**src/rtl/param_seq_detector.sv**
```systemverilog
// param_seq_detector
// Parametrised Moore serial-pattern detector. A history shift register
// collects qualified input bits (newest at the LSB); once enough bits have
// been seen, the window is compared against a runtime-loadable pattern under
// a don't-care mask. The match flag and a saturating match counter are
// registered, so both appear one clock after the sampling edge.

// Single-bit compare cell: flags a cared-about bit that differs from the pattern.
module param_seq_detector_bit (
    input  logic hist_bit,
    input  logic pat_bit,
    input  logic msk_bit,
    output logic miss
);

    assign miss = (hist_bit ^ pat_bit) & msk_bit;

endmodule

module param_seq_detector #(
    parameter int                 SEQ_LEN         = 5,
    parameter logic [SEQ_LEN-1:0] DEFAULT_PATTERN = SEQ_LEN'(5'b10010),
    parameter logic [SEQ_LEN-1:0] DEFAULT_MASK    = {SEQ_LEN{1'b1}},
    parameter int                 CNT_W           = 8
) (
    input  logic                               clk,
    input  logic                               reset_n,
    input  logic                               din,
    input  logic                               din_valid,
    input  logic                               load,
    input  logic [SEQ_LEN-1:0]                 pattern_in,
    input  logic [SEQ_LEN-1:0]                 mask_in,
    input  logic                               overlap,
    output logic                               detected,
    output logic [CNT_W-1:0]                   match_count,
    output logic [$clog2(SEQ_LEN+1)-1:0]       fill
);

    localparam int                FILL_W    = $clog2(SEQ_LEN + 1);
    localparam logic [FILL_W-1:0] FILL_FULL = FILL_W'(SEQ_LEN);
    localparam logic [CNT_W-1:0]  CNT_MAX   = {CNT_W{1'b1}};

    // Architectural state
    logic [SEQ_LEN-1:0] hist;
    logic [SEQ_LEN-1:0] pat;
    logic [SEQ_LEN-1:0] msk;
    logic [FILL_W-1:0]  fill_q;
    logic               det_q;
    logic [CNT_W-1:0]   cnt_q;

    // Next-edge view of the window, used for the decision on the sampling edge
    logic [SEQ_LEN-1:0] next_hist;
    logic [FILL_W-1:0]  next_fill;
    logic [SEQ_LEN-1:0] miss;
    logic               window_full;
    logic               match;

    // A one-bit pattern has no older history to keep, so the window is just din.
    generate
        if (SEQ_LEN == 1) begin : g_hist_one
            assign next_hist = din;
        end else begin : g_hist_shift
            assign next_hist = {hist[SEQ_LEN-2:0], din};
        end
    endgenerate

    assign next_fill   = (fill_q == FILL_FULL) ? FILL_FULL : fill_q + 1'b1;
    assign window_full = (next_fill == FILL_FULL);

    // One compare cell per pattern bit; any flagged miss kills the match.
    genvar gi;
    generate
        for (gi = 0; gi < SEQ_LEN; gi++) begin : g_cmp
            param_seq_detector_bit u_bit (
                .hist_bit (next_hist[gi]),
                .pat_bit  (pat[gi]),
                .msk_bit  (msk[gi]),
                .miss     (miss[gi])
            );
        end
    endgenerate

    // A match is only meaningful on an edge that actually samples din.
    assign match = din_valid && !load && window_full && (miss == '0);

    // Active pattern and mask: defaults out of reset, replaced on load.
    always_ff @(posedge clk or negedge reset_n) begin
        if (!reset_n) begin
            pat <= DEFAULT_PATTERN;
            msk <= DEFAULT_MASK;
        end else if (load) begin
            pat <= pattern_in;
            msk <= mask_in;
        end
    end

    // History and fill: shift on valid samples; a non-overlapping match
    // empties the window so its bits cannot contribute to the next match.
    always_ff @(posedge clk or negedge reset_n) begin
        if (!reset_n) begin
            hist   <= '0;
            fill_q <= '0;
        end else if (load) begin
            hist   <= '0;
            fill_q <= '0;
        end else if (din_valid) begin
            hist <= next_hist;
            if (match && !overlap) begin
                fill_q <= '0;
            end else begin
                fill_q <= next_fill;
            end
        end
    end

    // Moore outputs: detected follows the decision of the previous edge and
    // drops on bubbles; the counter saturates instead of wrapping.
    always_ff @(posedge clk or negedge reset_n) begin
        if (!reset_n) begin
            det_q <= 1'b0;
            cnt_q <= '0;
        end else if (load) begin
            det_q <= 1'b0;
            cnt_q <= '0;
        end else begin
            det_q <= match;
            if (match && (cnt_q != CNT_MAX)) begin
                cnt_q <= cnt_q + 1'b1;
            end
        end
    end

    assign detected    = det_q;
    assign match_count = cnt_q;
    assign fill        = fill_q;

endmodule

```
**config.mk**
```make
export PLATFORM = sky130hd
export DESIGN_NAME = param_seq_detector
export DESIGN_NICKNAME = d
export VERILOG_FILES = /design/src/rtl/param_seq_detector.sv
export SDC_FILE = /design/constraint.sdc
export NUM_CORES = 1
export LEC_CHECK = 0
export CORE_UTILIZATION = 49
export DETAILED_ROUTE_END_ITERATION = 12
export GPL_TIMING_DRIVEN = 0
export PLACE_DENSITY = 0.87
export SYNTH_ARGS = -nofsm -noshare
export SYNTH_HDL_FRONTEND = slang
export SYNTH_SLANG_ARGS = --single-unit
```
**constraint.sdc**
```tcl
create_clock -name clk -period 2.9 [get_ports clk]
set_input_delay 0.58 -clock clk [delete_from_list [all_inputs] [get_ports clk]]
set_output_delay 0.58 -clock clk [all_outputs]
set_load 0.02 [all_outputs]
```
==> impl_metrics.yaml <==
timing:
  relSlewSlack_pct: 23.21
  hold_violations: 0
  fmax_ghz: 0.4248
  timing.final.ws_setup_ns: 0.5458
  finalSetupViolations: 0
  fin_crit_sh_pct: 81.18
  rsz0062_at_grt: "false"
  worstMarginPinSlew_ns: 1.148
  fin_skew_ns: 0.01094
  period_needed_ns: 2.354
  setup_tns_ns: 0
  slew_violations: 0
synth:
  netlist_top_cells_area: "dfrtp_1, dfstp_2, mux2_2"
  synth.most_common_cell: "dfrtp_1"
  synthesis.area_um2: 1304
  synth_top_area_share_pct: 36.47
  ys_seq_area_share_pct: 50.58
  ys_types: 36
  syn_inst: 110
  synth_commonest_cells: "dfrtp_1, mux2_2, dfstp_2, nor2_1, a21oi_1"
  ys.flop_type: "dfrtp_1"
  syn_nets: 127
  synth_edf_count: 0
  async_flop_share_pct: 100.0
  syn_area_per_cell_um2: 11.85
  synth-seq-cells: 26
  yosysWarningCount: 0
  synth_top_area_cell: "dfrtp_1"
floorplanning:
  coreArea_um2: 2500
  die_h_um: 53.58
  chipWidth_um: 53.58
  start_util_pct: 52.15
  num_rows: 18
  io_pins: 28
  die_area_um2: 2871
setup_path:
  r2r-end: "match_count[5]"
  cp_slowest_cell: "clkdlybuf4s50_1"
  cp_num_buf_inv: 2
  critPathKind: "in2reg"
  critPathLaunchType: "input pin"
  worstPathMaxFanout: 10
  crit_chain: "clkdlybuf4s50_1 -> xor2_1 -> a22o_1 -> or3_4 -> buf_6 -> nor4_4 -> mux2_1"
  cpLargestDelayFamily: "simple AND/OR/NAND/NOR gates"
  rrSetupSlack_ns: 0.74
  end_kind: "flip-flop"
  setup.worst_path.start: "din"
  required_ns: 3.13
  arrival_ns: 2.58
  slowest_delay_ns: 0.44
  regToRegStartpoint: "hist[1]"
  reg2regPathDepth: 6
global_routing:
  antenna_found_initial: 0
  grt_first_pass_wirelength_um: 4312
  grt_start_max_net_pins: 27
  first_global_vias: 985
  grt-ovfl-total: 0
  grt_use_total_pct: 21.42
route:
  drt_iter0_drc: 10
  drt-pass1-iter-count: 4
  wirelength_um: 2498
  drc: 0
  vias: 963
  postRouteAntennaNets: 0
  routed_via_density: 5.698
  avgRoutedWirePerCell_um: 14.78
placed_design:
  port_buffers: 25
  dp_slack_ns: 0.1794
  dp_hpwl_um: 1819
  gp_congestion: 0.8078
pwr:
  p_leak_nw: 0.6777
  ir_worst_vdd_mv: 0.3821
  pwr_density_cell_nw_per_um2: 403.5
clock_tree:
  root_buffer: "clkbuf_4"
  cts.sinks: 26
  cts_tree: "yes"
  htreeDepth: 1
  cts_resized: 0
  cts_buffers: 3
  worstSkewPairLatency_ns: 0.33
  clk_pin_slew_ns: 0.14
  clockBufferDepth: 2
  cts_setup_buffers: 0
  holdBufCountCts: 0
finish:
  multi_input_area_um2: 588.1
  syn_to_final_growth_pct: 24.09
  nets: 157
  regArea_um2: 659.4
  drive_gt1_share_pct: 20.86
  fillCellCount: 214
  diodes: 0
worst_hold_path:
  worstHoldPathCells: 1
  min_to: "pat[0]"
  hold_path.class: "reg2reg"
  min_from: "pat[0]"
run_status:
  outcome: "completed"
run:
  drv_cap: 0
## state kept, by name, summed over array words and instances, names as in the netlist
register / flops
detected: 1
fill: 3
hist: 4
match_count: 8
msk: 5
pat: 5
## kinds of logic (layout without fill, tap and decap cells)
group | count (synthesis) | after routing | share of synthesized area (%)
flops | 26 | 26 | 50.58
xor+xnor | 6 | 6 | 4.031
buf+inv | 7 | 36 | 4.318
simple gates | 35 | 35 | 16.70
compound gates | 19 | 19 | 9.981
mux | 16 | 16 | 13.44
fa+ha+maj | 1 | 1 | 0.9595
## worst max path at each step
stage,depth (start not counted),to,slack (ns)
floorplan,6,match_count[5],0.77
global placement,7,match_count[5],0.22
detailed placement,7,match_count[5],0.18
CTS,7,match_count[5],0.55
global route,7,match_count[5],0.52
finish,7,match_count[5],0.55
## where the power goes
group / switching [mW] / leakage [nW] / internal [mW]
clock: 0.107 / 0.0150 / 0.0539
sequential: 0.0138 / 0.330 / 0.388
combinational: 0.0393 / 0.333 / 0.0513
total: 0.160 / 0.678 / 0.493
## stage by stage
step / total power [mW] / hold WS, ns / instance area, um^2 / utilization, % / instances
floorplan: 0.4578 / 0.2844 / 1304 / - / 110
global placement: 0.4945 / 0.5099 / 1592 / 63.66 / 165
detailed placement: 0.5004 / 0.5163 / 1592 / 63.66 / 165
CTS: 0.6586 / 0.5486 / 1618 / 64.71 / 169
global route: 0.6817 / 0.5712 / 1618 / 64.71 / 169
finish: 0.6527 / 0.5438 / 1618 / 64.71 / 169
## cell usage in the layout (no fill, tap or decap), drive strengths merged
| master | count |
|---|---|
| a211o | 1 |
| a21o | 1 |
| a21oi | 6 |
| a22o | 4 |
| and2 | 1 |
| and2b | 1 |
| and4 | 1 |
| buf | 4 |
| clkbuf | 6 |
| clkdlybuf4s50 | 25 |
| dfrtp | 19 |
| dfstp | 7 |
| ha | 1 |
| inv | 1 |
| mux2 | 12 |
| mux2i | 4 |
| nand2 | 5 |
| nand2b | 2 |
| nand3 | 3 |
| nand3b | 1 |
| nand4 | 2 |
| nor2 | 7 |
| nor2b | 2 |
| nor3 | 1 |
| nor3b | 1 |
| nor4 | 2 |
| nor4b | 1 |
| o21a | 1 |
| o21ai | 2 |
| o31ai | 4 |
| or3 | 2 |
| or4 | 3 |
| xnor2 | 1 |
| xor2 | 5 |
## per-layer routing
layer  part of all wire [%]  global-route usage, %  vias to the layer above  routed length, um
li1                       -                      -                      459                  -
met1                     43                  23.73                      472               1086
met2                     51                  40.42                       28               1285
met3                    3.3                  2.542                        4                 83
met4                    1.7                  9.649                        0                 43
met5                      0                      0                        -                  0
## layout make-up
class	instances	share of cell area, %
Sequential cell	26	40.76
Multi-Input combinational cell	77	36.35
Timing Repair Buffer	25	15.47
Buffer	6	3.248
Tap cell	30	2.320
Clock buffer	4	1.624
Inverter	1	0.2320
No activity file was read; power rests on OpenSTA's default activity.
